$ cat config.mk
export PLATFORM = sky130hd
export DESIGN_NAME = uart_tx_queue
export DESIGN_NICKNAME = d
export VERILOG_FILES = /design/src/rtl/uart_tx_queue.sv
export SDC_FILE = /design/constraint.sdc
export NUM_CORES = 1
export LEC_CHECK = 0
export CAP_MARGIN = 20
export CORE_UTILIZATION = 45
export CTS_CLUSTER_SIZE = 40
export DETAILED_ROUTE_END_ITERATION = 6
export PLACE_DENSITY = 0.67
export SYNTH_ARGS = -nofsm -noshare
export SYNTH_HDL_FRONTEND = slang
export SYNTH_SLANG_ARGS = --single-unit
$ cat constraint.sdc
create_clock -name clock -period 4.02 [get_ports clock]
set_input_delay 0.603 -clock clock [delete_from_list [all_inputs] [get_ports clock]]
set_output_delay 0.603 -clock clock [all_outputs]
set_load 0.03 [all_outputs]
$ cat src/rtl/uart_tx_queue.sv
// uart_tx_queue: byte FIFO in front of the UART transmitter wrapper.
// Producers push bytes with a one-cycle isNew strobe at any rate; the queue
// issues them to the transmitter one at a time through its ready/isNew
// handshake, in push order.
// Optional build macro: UART_TXQ_OVF_STICKY_EN
//   defined     -> overflow latches on the first dropped push until reset
//   not defined -> overflow pulses for one cycle after each dropped push
module uart_tx_queue #(
    parameter int DEPTH        = 16,
    parameter int GUARD_CYCLES = 4
) (
    input  logic                     clock,
    input  logic                     reset,
    input  logic                     isNew,
    input  logic [7:0]               message,
    output logic                     full,
    output logic [$clog2(DEPTH):0]   count,
    output logic                     overflow,
    input  logic                     tx_ready,
    output logic                     tx_isNew,
    output logic [7:0]               tx_message
);
    localparam int PW = $clog2(DEPTH);
    localparam int GW = $clog2(GUARD_CYCLES + 1);
    localparam logic [PW:0]   CNT_FULL   = (PW + 1)'(DEPTH);
    localparam logic [GW-1:0] GUARD_LAST = GW'(GUARD_CYCLES - 1);

    typedef enum logic [1:0] {
        IDLE       = 2'd0,
        HOLD       = 2'd1,
        WAIT_READY = 2'd2
    } state_t;

    state_t          state;
    state_t          state_nxt;
    logic [7:0]      mem [DEPTH];
    logic [PW-1:0]   rd_ptr;
    logic [PW-1:0]   wr_ptr;
    logic [GW-1:0]   guard;
    logic            pop;
    logic            push;
    logic            drop;
    logic [PW:0]     count_nxt;

    // FSM state register
    always_ff @(posedge clock or negedge reset) begin
        if (!reset) begin
            state <= IDLE;
        end else begin
            state <= state_nxt;
        end
    end

    // FSM next state: issue from IDLE, then wait for the transmitter to go
    // busy (or the guard to expire) and become ready again
    always_comb begin
        state_nxt = state;
        case (state)
            IDLE: begin
                if ((count != '0) && tx_ready) begin
                    state_nxt = HOLD;
                end
            end
            HOLD: begin
                if (!tx_ready) begin
                    state_nxt = WAIT_READY;
                end else if (guard == GUARD_LAST) begin
                    state_nxt = IDLE;
                end
            end
            WAIT_READY: begin
                if (tx_ready) begin
                    state_nxt = IDLE;
                end
            end
            default: state_nxt = IDLE;
        endcase
    end

    // FSM outputs: pop/push/drop decisions and the next occupancy
    always_comb begin
        pop       = (state == IDLE) && (count != '0) && tx_ready;
        push      = isNew && ((count != CNT_FULL) || pop);
        drop      = isNew && !push;
        count_nxt = count;
        case ({push, pop})
            2'b10:   count_nxt = count + 1'b1;
            2'b01:   count_nxt = count - 1'b1;
            default: count_nxt = count;
        endcase
    end

    // Byte storage; contents need no reset because count gates every read
    always_ff @(posedge clock) begin
        if (push) begin
            mem[wr_ptr] <= message;
        end
    end

    // Pointers, occupancy, guard counter and registered transmitter outputs
    always_ff @(posedge clock or negedge reset) begin
        if (!reset) begin
            rd_ptr     <= '0;
            wr_ptr     <= '0;
            count      <= '0;
            full       <= 1'b0;
            guard      <= '0;
            tx_isNew   <= 1'b0;
            tx_message <= 8'h00;
            overflow   <= 1'b0;
        end else begin
            if (push) begin
                wr_ptr <= wr_ptr + 1'b1;
            end
            if (pop) begin
                rd_ptr     <= rd_ptr + 1'b1;
                tx_message <= mem[rd_ptr];
                guard      <= '0;
            end else if (state == HOLD) begin
                guard <= guard + 1'b1;
            end
            tx_isNew <= pop;
            count    <= count_nxt;
            full     <= (count_nxt == CNT_FULL);
`ifdef UART_TXQ_OVF_STICKY_EN
            overflow <= overflow | drop;
`else
            overflow <= drop;
`endif
        end
    end

endmodule

==> results.sh <==
export IMPL_hold_violations=0
export IMPL_synth_edf_count=128
export IMPL_row_count=43
export IMPL_setup_viol=0
export IMPL_ctsResizeCount=0
export IMPL_post_route_cells_drive_above_1_share=0.209
export IMPL_rsz0062_at_grt="no"
export IMPL_wl_um=12200
export IMPL_slowest_stage="or4_1"
export IMPL_whs_path_depth=2
export IMPL_p_per_area_nw_per_um2=747
export IMPL_ys_seq_elements=157
export IMPL_dieHeight_um=121
export IMPL_slew_headroom=0.303
export IMPL_netlist_top_cells_area="edfxtp_1 60%, dfrtp_1 11%, mux4_2 11%, mux2i_1 2.5%, ha_1 2.0%"
export IMPL_synth_nets=373
export IMPL_die_x_um=121
export IMPL_vias=3252
export IMPL_finalSetupTns_ps=0
export IMPL_required_ps=4330
export IMPL_clock_latency_ps=430
export IMPL_min_to="tx_message[3]"
export IMPL_drt_drc_violations_left=2
export IMPL_drv_slew=0
export IMPL_io_buffers=27
export IMPL_grt_use_total=0.184
export IMPL_syn_avg_cell_area_um2=18.2
export IMPL_dp_hpwl_um=7850
export IMPL_die_area_um2=14700
export IMPL_synth_top_cell_by_area="edfxtp_1"
export IMPL_core_area_um2=13800
export IMPL_fmax_mhz=273
export IMPL_worstSetupStartpointType="register"
export IMPL_cts_tree="built"
export IMPL_cp_max_fo=18
export IMPL_initial_core_util=0.461
export IMPL_async_reset_ff_frac=0.185
export IMPL_fin_nets=412
export IMPL_crit_path_cell_trace="or4_1 -> o21ai_2 -> nor2_1 -> fa_1 -> a21o_1 -> a2111oi_0 -> o21a_1 -> o22ai_1 -> o211a_1"
export IMPL_finalPower_uw=5580
export IMPL_min_path_type="reg -> reg"
export IMPL_fillers=1052
export IMPL_first_iter_violations=276
export IMPL_cts_clk_slew_worst_paths_ps=70
export IMPL_synthCells=350
export IMPL_p_leak_uw=0.00258
export IMPL_gp_congestion=0.787
export IMPL_multi_input_area_um2=1710
export IMPL_cts_max_level=4
export IMPL_grt_pass1_vias=3337
export IMPL_rrSetupSlack_ps=360
export IMPL_ys_types=41
export IMPL_seqCellArea_um2=4570
export IMPL_cts_buffers=17
export IMPL_ys_seq_area_frac=0.716
export IMPL_worstHoldStart="tx_message[3]"
export IMPL_violations="DRC"
export IMPL_maxCapViolCount=0
export IMPL_holdWs_ps=494
export IMPL_area_growth_pct=17.0
export IMPL_final_cells=582
export IMPL_rr_endpoint="full"
export IMPL_drt_vias_per_instance=5.59
export IMPL_grt_pass1_wl_um=19200
export IMPL_synth_top_cell_area_share=0.603
export IMPL_period_share=0.911
export IMPL_netlist_area_um2=6380
export IMPL_hold_buffers=0
export IMPL_clock_path_buffers=2
export IMPL_grt_ovfl_total=0
export IMPL_ir_drop_uv=353
export IMPL_dr_pass1_iters=7
export IMPL_worst_pin_slew_ps=1050
export IMPL_period_minus_slack_ps=3660
export IMPL_max_stage_delay_ps=680
export IMPL_post_cts_buffers=0
export IMPL_postRouteAntennaNets=0
export IMPL_cts_root_buffer_cell="clkbuf_16"
export IMPL_ios=28
export IMPL_crit_arrival_ps=3980
export IMPL_cts_sinks=157
export IMPL_ys_warn_count=0
export IMPL_antenna_found_initial=0
export IMPL_worstSetupPathType="reg -> reg"
export IMPL_placed_cells=550
export IMPL_cp_end_kind="register"
export IMPL_antenna_cells=0
export IMPL_routedWlPerCell_um=21.0
export IMPL_synthFlopType="edfxtp_1"
export IMPL_r2r_start="count[0]"
export IMPL_status="finished, violations left"
export IMPL_fin_worst_skew_ps=6.19
export IMPL_reg2reg_depth=9
export IMPL_grt_max_degree=30
through the flow:
stage / utilization / worst slack [ps] / cell area [µm²]
2_1_floorplan: - / 645 / 6380
3_3_place_gp: 0.497 / 469 / 6880
3_5_place_dp: 0.497 / 400 / 6880
4_1_cts: 0.540 / 366 / 7460
5_1_grt: 0.540 / 116 / 7460
6_report: 0.540 / 357 / 7460
flip-flops by register name, indices dropped and copies added, names as in the netlist:
signal      cells
count           5
mem           128
state           2
full            1
overflow        1
rd_ptr          4
tx_message      8
wr_ptr          4
tx_isNew        1
guard           3
synthesized netlist by cell type (all sizes together) (2+ instances only):
cell    number
nand3        4
nor4         2
nand4        2
ha          10
nand2       21
mux2i       16
a211oi       2
clkbuf      10
xnor2        8
mux2         5
nand2b       5
o221ai       8
a21o         2
a21oi        5
dfrtp       29
edfxtp     128
inv          6
nor2        14
nor3b        3
o21ai        8
nor3         9
mux4        32
buf          8
cell usage in the layout (no fill, tap or decap), types with 3 or more instances in the layout:
master,instances
nand3_1,4
inv_8,3
nand2b_1,5
nor2_1,14
inv_1,6
nand2_1,21
mux2_2,3
inv_6,3
clkdlybuf4s50_1,27
o221ai_1,8
mux2i_1,16
edfxtp_1,128
dfrtp_1,28
clkbuf_16,17
xnor2_1,8
a21oi_1,5
o21ai_0,7
nor3_1,9
buf_4,11
ha_1,10
nor3b_1,3
mux4_2,32
logic make-up (layout without fill, tap and decap cells):
group / after synthesis / count (layout) / synth area share
AOI/OAI and AO/OA: 33 / 33 / 0.0377
xor gates and xnor gates: 9 / 9 / 0.0124
adders and majority gates: 11 / 11 / 0.0228
buffers and inverters: 24 / 76 / 0.0161
DFF: 157 / 157 / 0.716
muxes: 53 / 53 / 0.148
and+or+nand+nor: 63 / 63 / 0.0467
how the worst max path moves through the flow:
stage	start	end	slack (ps)	cells past startpoint
after floorplan	count[0]	full	650	11
after global placement	count[0]	full	470	9
after detailed placement	count[0]	full	400	9
after CTS	count[0]	full	370	9
after global routing	count[0]	full	120	9
final	count[0]	full	360	9
critical path: cells and delay by family (launching register included):
kind	cells	cell delay, ps
simple gates	2	920
fa+ha+maj	1	490
compound gates	6	1670
flops	1	470
layer usage:
metal | share of wire | wire [µm] | up-vias | track usage
li1 | - | - | 1478 | -
met1 | 0.46 | 5580 | 1671 | 0.258
met2 | 0.48 | 5880 | 96 | 0.283
met3 | 0.053 | 650 | 7 | 0.0503
met4 | 0.0069 | 84 | 0 | 0.0563
met5 | 0 | 0 | - | 0
power breakdown:
part / total (µW) / switching (µW) / leakage (µW) / internal, µW
Combinational: 1650 / 847 / 0.000780 / 800
Sequential: 2350 / 318 / 0.00151 / 2030
Clock: 1580 / 654 / 0.000284 / 928
area by class of cell:
| class | count | share of cell area |
|---|---|---|
| Tap cell | 180 | 0.0302 |
| Clock buffer | 18 | 0.0575 |
| Sequential cell | 157 | 0.612 |
| Timing Repair Buffer | 38 | 0.0473 |
| Clock inverter | 14 | 0.0211 |
| Multi-Input combinational cell | 169 | 0.229 |
| Inverter | 6 | 0.00302 |
No activity file was read; power rests on OpenSTA's default activity.
